### src/rtl/sr_ff_sequencer.sv
// Round-robin sequencer that serialises set/reset requests onto one external
// master-slave SR flip-flop and checks its readback after every operation.
module sr_ff_sequencer #(
    parameter int unsigned NREQ     = 4,
    parameter int unsigned HOLD_CYC = 1
) (
    input  logic            C,
    input  logic            RST,
    input  logic [NREQ-1:0] REQ,
    input  logic [NREQ-1:0] OP,
    output logic [NREQ-1:0] GNT,
    output logic [NREQ-1:0] DONE,
    output logic            S,
    output logic            R,
    input  logic            Q,
    input  logic            QBAR,
    output logic            BUSY,
    output logic            ERR
);

    localparam int unsigned IW = (NREQ > 1) ? $clog2(NREQ) : 1;
    localparam int unsigned CW = 4;

    localparam logic [1:0] st_idle   = 2'd0;
    localparam logic [1:0] st_drive  = 2'd1;
    localparam logic [1:0] st_settle = 2'd2;
    localparam logic [1:0] st_check  = 2'd3;

    logic [1:0]      state_q, state_d;
    logic [CW-1:0]   cnt_q, cnt_d;
    logic [NREQ-1:0] gnt_q, gnt_d;
    logic [NREQ-1:0] done_q, done_d;
    logic            s_q, s_d;
    logic            r_q, r_d;
    logic            op_q, op_d;
    logic [IW-1:0]   last_q, last_d;
    logic            err_q, err_d;
    logic            busy_q, busy_d;

    logic [IW-1:0]   win_idx;
    logic            win_ok;

    // Round-robin search starting one past the last granted requester.
    always_comb begin
        int unsigned k;
        k       = 0;
        win_idx = '0;
        win_ok  = 1'b0;
        for (int unsigned i = 0; i < NREQ; i++) begin
            k = (32'(last_q) + 32'd1 + i) % NREQ;
            if (!win_ok && REQ[IW'(k)]) begin
                win_ok  = 1'b1;
                win_idx = IW'(k);
            end
        end
    end

    // Next-state and registered-output logic; S and R default low so they
    // are only ever driven as a complementary pair inside DRIVE.
    always_comb begin
        state_d = state_q;
        cnt_d   = cnt_q;
        gnt_d   = gnt_q;
        done_d  = '0;
        s_d     = 1'b0;
        r_d     = 1'b0;
        op_d    = op_q;
        last_d  = last_q;
        err_d   = err_q;

        case (state_q)
            st_idle: begin
                if (win_ok) begin
                    state_d = st_drive;
                    gnt_d   = NREQ'(1'b1) << win_idx;
                    op_d    = OP[win_idx];
                    last_d  = win_idx;
                    s_d     = OP[win_idx];
                    r_d     = ~OP[win_idx];
                    cnt_d   = CW'(HOLD_CYC - 1);
                end
            end
            st_drive: begin
                if (cnt_q == '0) begin
                    state_d = st_settle;
                end else begin
                    cnt_d = cnt_q - CW'(1);
                    s_d   = op_q;
                    r_d   = ~op_q;
                end
            end
            st_settle: begin
                state_d = st_check;
                done_d  = gnt_q;
            end
            st_check: begin
                state_d = st_idle;
                gnt_d   = '0;
                if ((Q != op_q) || (QBAR == Q)) begin
                    err_d = 1'b1;
                end
            end
            default: begin
                state_d = st_idle;
                gnt_d   = '0;
            end
        endcase

        busy_d = (state_d != st_idle);
    end

    // State register; reset wins over any in-flight operation.
    always_ff @(posedge C) begin
        if (RST) begin
            state_q <= st_idle;
            cnt_q   <= '0;
            gnt_q   <= '0;
            done_q  <= '0;
            s_q     <= 1'b0;
            r_q     <= 1'b0;
            op_q    <= 1'b0;
            last_q  <= IW'(NREQ - 1);
            err_q   <= 1'b0;
            busy_q  <= 1'b0;
        end else begin
            state_q <= state_d;
            cnt_q   <= cnt_d;
            gnt_q   <= gnt_d;
            done_q  <= done_d;
            s_q     <= s_d;
            r_q     <= r_d;
            op_q    <= op_d;
            last_q  <= last_d;
            err_q   <= err_d;
            busy_q  <= busy_d;
        end
    end

    assign GNT  = gnt_q;
    assign DONE = done_q;
    assign S    = s_q;
    assign R    = r_q;
    assign BUSY = busy_q;
    assign ERR  = err_q;

endmodule
### config.mk
export PLATFORM = sky130hd
export DESIGN_NAME = sr_ff_sequencer
export DESIGN_NICKNAME = d
export VERILOG_FILES = /design/src/rtl/sr_ff_sequencer.sv
export SDC_FILE = /design/constraint.sdc
export NUM_CORES = 1
export LEC_CHECK = 0
export ABC_AREA = 1
export BUFFER_PORTS_ARGS = -buffer_cell sky130_fd_sc_hd__buf_2
export CORE_MARGIN = 1.5
export CORE_UTILIZATION = 58
export CTS_CLUSTER_DIAMETER = 150
export CTS_CLUSTER_SIZE = 20
export DETAILED_ROUTE_END_ITERATION = 10
export PLACE_DENSITY = 0.92
export SETUP_SLACK_MARGIN = 0.15
export SYNTH_ARGS = -nofsm -noshare
export SYNTH_HDL_FRONTEND = slang
export SYNTH_SLANG_ARGS = --single-unit
### constraint.sdc
create_clock -name C -period 2.8 [get_ports C]
set_clock_uncertainty 0.1 [all_clocks]
set_input_delay 0.56 -clock C [delete_from_list [all_inputs] [get_ports C]]
set_output_delay 0.56 -clock C [all_outputs]
set_load 0.005 [all_outputs]
==> out/summary.txt, run 1 <==
Worst reg-to-reg path cell count = 13
Final period util = 0.768
I/O Pins = 24
Crit-path slowest cell = dfxtp_1
R2r setup slk = 0.65 ns
Worst Path Arrival = 2.27 ns
Unique masters post-synth = 30
Routed Antenna Nets = 0
CTS tree = yes
GRT Residual Overflow = 0
CP bufs+invs = 2
Largest net degree at the start of global routing = 13
Count of inserted antenna diode cells = 0
Max VDD drop = 0.715 mV
Worst setup EP type = flop
Clock transition at path regs = 0.12 ns
Clk sinks = 21
Synth top area cells = dfxtp_1 34%, nand2_1 14%, nand2_2 7.6%, inv_1 7.0%, nand3_1 4.9%
Core area = 1980 sq um
Buffers on Ports = 23
Syn Inst Count = 179
Die Y = 49 um
PD cells = 1170 nW/um^2
Origin of the critical flop-to-flop path = last_q[0]
Crit Path Class = flop to flop
Endpoints failing setup = 0
Hold path start = GNT[1]
Final Max Slew Viols = 0
Drt drc = 0
Cell mode on critical path = nand2_2
Final #Nets = 219
Post-CTS Resized = 0
Most numerous cell in the Yosys netlist = nand2_1
Layout filler cell count = 162
Max H-tree Level = 1
Total track usage = 0.212
Hold Path End = DONE[1]
CP cell instances = inv_2 > nand2_1 > nand2_2 > nand2_2 > nand2_2 > o21ai_1 > nand3_2 > nand2_4 > nor2_2 > nor2_2 > nand3_2 > nand2_1 > inv_1
Post-synth EDFFs = 0
Flops & latches, synth = 21
Placer congestion estimate = 0.929
Yosys warnings = 0
Hold Path Class = flop to flop
Crit Reg-Reg Endpoint = op_q
Clock Tree Buf Depth = 2
Most frequent cells after synthesis = 46 x nand2_1, 23 x inv_1, 21 x dfxtp_1
Syn Nets = 193
Setup Fix Bufs, Post-CTS = 0
Req. time, crit path = 2.92 ns
Dpl cell area = 1360 sq um
Post-layout util = 0.701
Area of the die = 2400 sq um
Starting Density = 0.619
Synthesized cell area = 1230 sq um
Fin. Hold Viols = 0
Most used DFF post-synth = dfxtp_1
Layout overhead on the synthesized area = 13.1%
Post-DR wirelength/cell = 10.4 um
Worst Setup Start Kind = flop
Antenna violations before repair = 0
Least-Margin Pin Slew = 0.459 ns
Later-pin clock latency in the skew report = 0.31 ns
First-pass GRT wire length = 4020 um
Vias = 1144
Setup TNS = 0 ns
MaxCap Viol Count = 0
Status = complete, no violations
Async S/R FF share, synth = 0
CP delay by family, top = simple AND/OR/NAND/NOR gates
CTS Buf Count = 3
Vias per Instance = 4.95
Sequential fraction of the synthesis area = 0.343
Maximum clock rate = 465 MHz
Leak pwr = 0.728 nW
Largest area contributor in the netlist = dfxtp_1
CP Max Fanout = 12
RSZ-0062 raised after global routing = false
Hold Path Cell Cnt = 2
Root Buffer Master = clkbuf_4
1st-iter DRT viols = 28
Top-area cell type share of the netlist area = 0.343
Share of layout cells above drive strength 1 = 0.284
# rows = 16
Die W = 49 um
Relative slew margins = 0.694
Hpwl dp = 1950 um
TritonRoute pass-1 iters = 4
Avg Cell Area, Syn = 6.86 sq um
Drt total wl = 2410 um
Post-CTS Hold Buffers = 0
Slowest stage delay, CP = 0.62 ns
Final min period = 2.15 ns
Vias in the first global route = 1003
Post-route cell area = 1390 sq um
worst reg2reg max path, stage by stage, from the launching register on:
cell and delay, ns:
dfxtp_1 0.62, inv_2 0.19, nand2_1 0.11, nand2_2 0.09
nand2_2 0.07, nand2_2 0.08, o21ai_1 0.17, nand3_2 0.15
nand2_4 0.12, nor2_2 0.04, nor2_2 0.12, nand3_2 0.10
nand2_1 0.07, inv_1 0.03
kinds of logic after synthesis:
kind of cell	synth area share
and+or+nand+nor	0.431
buffers and inverters	0.103
AOI/OAI and AO/OA	0.103
DFF	0.343
adders and majority gates	0.0204
layout make-up:
cell class	instances	area [sq um]	share of cell area
Multi-Input combinational cell	127	681	0.490
Sequential cell	21	420	0.303
Timing Repair Buffer	23	115	0.0829
Inverter	29	111	0.0802
Tap cell	27	33.8	0.0243
Clock buffer	3	22.5	0.0162
Clock inverter	1	5.00	0.00360
how the worst max path moves through the flow:
stage / from / to / slack [ns] / depth (start not counted)
6_report: last_q[0] / op_q / 0.65 / 13
3_5_place_dp: last_q[0] / op_q / 0.68 / 15
5_1_grt: last_q[0] / S / 0.44 / 13
3_3_place_gp: last_q[0] / cnt_q[2] / 0.78 / 12
2_1_floorplan: REQ[2] / S / 1.00 / 14
4_1_cts: last_q[0] / cnt_q[2] / 0.66 / 12
metrics by stage:
step / cells / power (mW) / worst slack [ns] / hold WS (ns)
after floorplan: 179 / 1.29 / 1.00 / 0.338
after global placement: 227 / 1.42 / 0.778 / 0.325
after detailed placement: 227 / 1.48 / 0.676 / 0.347
after CTS: 231 / 1.62 / 0.662 / 0.365
after global routing: 231 / 1.78 / 0.439 / 0.389
final: 231 / 1.63 / 0.648 / 0.365
power breakdown:
| group | switching (mW) | internal (mW) |
|---|---|---|
| logic | 0.655 | 0.365 |
| clock network | 0.0909 | 0.0534 |
| registers | 0.0691 | 0.393 |
registers in the layout (all words and copies together), names as in the netlist:
name and count:
R 1, DONE 4, BUSY 1, GNT 4
state_q 2, last_q 2, cnt_q 4, ERR 1
op_q 1, S 1
cells in the final DEF, fill, tap and decap left out, types with 3 or more instances in the layout:
cell type | Yosys | final
nand2_1 | 46 | 46
inv_1 | 23 | 23
buf_2 | 0 | 23
dfxtp_1 | 21 | 21
nand2_2 | 15 | 15
nor2_1 | 13 | 13
nand3_1 | 12 | 12
a21oi_1 | 9 | 9
inv_2 | 4 | 4
o21ai_0 | 4 | 4
nand3_2 | 3 | 3
nand4_1 | 3 | 3
clkbuf_4 | 0 | 3
metal layers:
layer  global-route usage  up-vias  share of wire
met4               0.0429        0         0.0062
li1                     -      614              -
met1                0.257      503           0.46
met3               0.0368        3          0.040
met2                0.390       24           0.50
met5                    0        -              0
No activity file was read; power rests on OpenSTA's default activity.
==> inputs of run 2 (changes only) <==
- CORE_UTILIZATION: 58 -> 54
- PLACE_DENSITY: 0.92 -> 0.87
- clock period: 2.8 -> 2.2 ns (I/O delays scaled with it)
==> out/summary.txt, run 2 (synthesized netlist as in run 1, its figures left out) <==
Fin. Hold Viols = 0 (unchanged)
I/O Pins = 24 (unchanged)
Hpwl dp = 1790 um (-8.1%)
CTS Buf Count = 3 (unchanged)
Vias in the first global route = 969 (-3.4%)
Leak pwr = 0.737 nW (+1.2%)
Total net switching power = 1.02 mW (+26%)
Final #Nets = 221 (+0.91%)
Busiest grt layer = met2
Relative slew margins = 0.837 (+0.144)
Slowest stage delay, CP = 0.39 ns (-0.23 ns)
Cell internal pwr = 1.06 mW (+30%)
Routed Antenna Nets = 0 (unchanged)
Die W = 50.7 um (+3.4%)
Worst Setup Start Kind = flop
Worst reg-to-reg path cell count = 12 (-1)
CP bufs+invs = 1 (-1)
CP delay by family, top = simple AND/OR/NAND/NOR gates
Post-DR wirelength/cell = 9.69 um (-7.1%)
Crit Path Class = flop to flop
CTS tree = yes
Least-Margin Pin Slew = 0.244 ns (-0.215 ns)
GR Util met1 = 0.251 (-0.00583)
Register area = 425 sq um (+1.2%)
Max VDD drop = 0.837 mV (+17%)
Clock Power Share = 0.091 (+0.002)
PD cells = 1470 nW/um^2 (+26%)
Layout overhead on the synthesized area = 15.1%
Layout filler cell count = 199 (+23%)
Vias = 1160 (+1.4%)
Commonest non-fill, non-tap cell in the layout = nand2_1
Worst path depth = 12 (-1)
Max H-tree Level = 1 (unchanged)
Power share of the sequential group = 0.281 (-0.003)
Setup ws final = 0.333 ns (-0.316 ns)
MaxCap Viol Count = 0 (unchanged)
Worst setup EP type = flop
Drt total wl = 2270 um (-5.9%)
CP cell instances = buf_4 > nand2_1 > nand2_2 > nand2_2 > nand2_2 > o21ai_1 > nand3_2 > a21oi_1 > nor2_2 > nand2_1 > nand2_1 > a21oi_2
Maximum clock rate = 536 MHz (+15%)
Total power = 2.08 mW (+28%)
Largest net degree at the start of global routing = 13 (unchanged)
Placer congestion estimate = 0.951 (+2.4%)
Crit-path slowest cell = dfxtp_4
Hold Path Cell Cnt = 3 (+1)
Clk sinks = 21 (unchanged)
Final min period = 1.87 ns (-0.284 ns)
GRT Residual Overflow = 0 (unchanged)
Most frequent cells in the layout = 46 x nand2_1, 23 x inv_1, 23 x buf_2, 19 x dfxtp_1, 15 x nand2_2
First-pass GRT wire length = 3890 um (-3.1%)
Req. time, crit path = 2.36 ns (-0.56 ns)
Buffers on Ports = 23 (unchanged)
Root Buffer Master = clkbuf_4
Antenna violations before repair = 0 (unchanged)
Vias per Instance = 4.96 (about the same)
1st-iter DRT viols = 23 (-18%)
Worst Path Arrival = 2.03 ns (-0.24 ns)
RSZ-0062 raised after global routing = false
# rows = 17 (+1)
CP Max Fanout = 6 (-6)
Later-pin clock latency in the skew report = 0.31 ns (about the same)
Status = complete, no violations
GR Util met2 = 0.329 (-0.0615)
Starting Density = 0.566 (-0.0536)
Drt drc = 0 (unchanged)
Count of inserted antenna diode cells = 0 (unchanged)
Combinational share of power = 0.628 (about the same)
Sw Share = 0.492 (-0.00872)
Pre-CTS setup slack = 0.216 ns (-0.460 ns)
TritonRoute pass-1 iters = 4 (unchanged)
Clock transition at path regs = 0.12 ns (about the same)
Share of layout cells above drive strength 1 = 0.301 (+0.0167)
Final period util = 0.849 (+0.0803)
Total track usage = 0.198 (-0.0141)
Area occupied by multi-input gates = 681 sq um (unchanged)
Clock Tree Buf Depth = 2 (unchanged)
Final Max Slew Viols = 0 (unchanged)
Setup TNS = 0 ns (unchanged)
M3 GR Usage = 0.0446 (+0.00783)
Area of the die = 2570 sq um (+7.0%)
Hold Path Class = input port to flop
Endpoints failing setup = 0 (unchanged)
Core area = 2170 sq um (+9.5%)
Die Y = 50.7 um (+3.4%)
==> run 2: cell count changes in the layout (fill, tap and decap cells not counted) <==
| cell | delta |
|---|---|
| dfxtp_2 | +1 |
| dfxtp_4 | +1 |
| buf_4 | +2 |
| dfxtp_1 | -2 |
| inv_2 | -1 |
| inv_4 | +1 |
==> run 2: power by group through the flow <==
| stage | Clock [mW] | Sequential [mW] | Combinational (mW) |
|---|---|---|---|
| final | 0.189 | 0.585 | 1.31 |
| after global routing | 0.206 | 0.598 | 1.49 |
| after CTS | 0.194 | 0.580 | 1.29 |
| after detailed placement | 0 | 0.589 | 1.28 |
| after global placement | 0 | 0.586 | 1.27 |
| after floorplan | 0 | 0.576 | 1.06 |
==> run 2: through the flow <==
step / instance area, sq um / utilization / instances / hold slack [ns]
final: 1410 / 0.651 / 234 / 0.325
after global routing: 1410 / 0.651 / 234 / 0.316
after CTS: 1400 / 0.644 / 233 / 0.320
after detailed placement: 1370 / 0.631 / 229 / 0.333
after global placement: 1370 / 0.631 / 229 / 0.334
after floorplan: 1230 / - / 179 / 0.338
==> run 2: final cells by class <==
cell class / count / area share
Sequential cell: 21 / 0.301
Inverter: 29 / 0.0806
Multi-Input combinational cell: 127 / 0.482
Clock buffer: 3 / 0.0159
Clock inverter: 1 / 0.00354
Timing Repair Buffer: 25 / 0.0921
Tap cell: 28 / 0.0248
==> run 2: path summary, 6_finish.rpt <==
check        startpoint       to  slack (ns)
max           last_q[0]        S        0.33
min reg2reg      GNT[3]  DONE[3]        0.35
min                QBAR      ERR        0.33
max reg2reg   last_q[0]        S        0.33
==> run 2: worst register-to-register path, delay by kind of cell (launching register included) <==
kind	cells	cell delay, ns
compound gates	3	0.51
buf+inv	1	0.16
flops	1	0.39
simple gates	8	0.66
==> run 2: layer usage <==
layer | vias up | part of all wire
met5 | - | 0
met4 | 0 | 0.013
met3 | 6 | 0.059
met2 | 35 | 0.45
met1 | 496 | 0.47
li1 | 623 | -
==> run 2: timing repair <==
| item | CTS | global route |
|---|---|---|
| gates resized for setup | 0 | 4 |
| setup endpoints to repair | 0 | 11 |
| hold buffers | 0 | 0 |
| setup buffers | 0 | 1 |
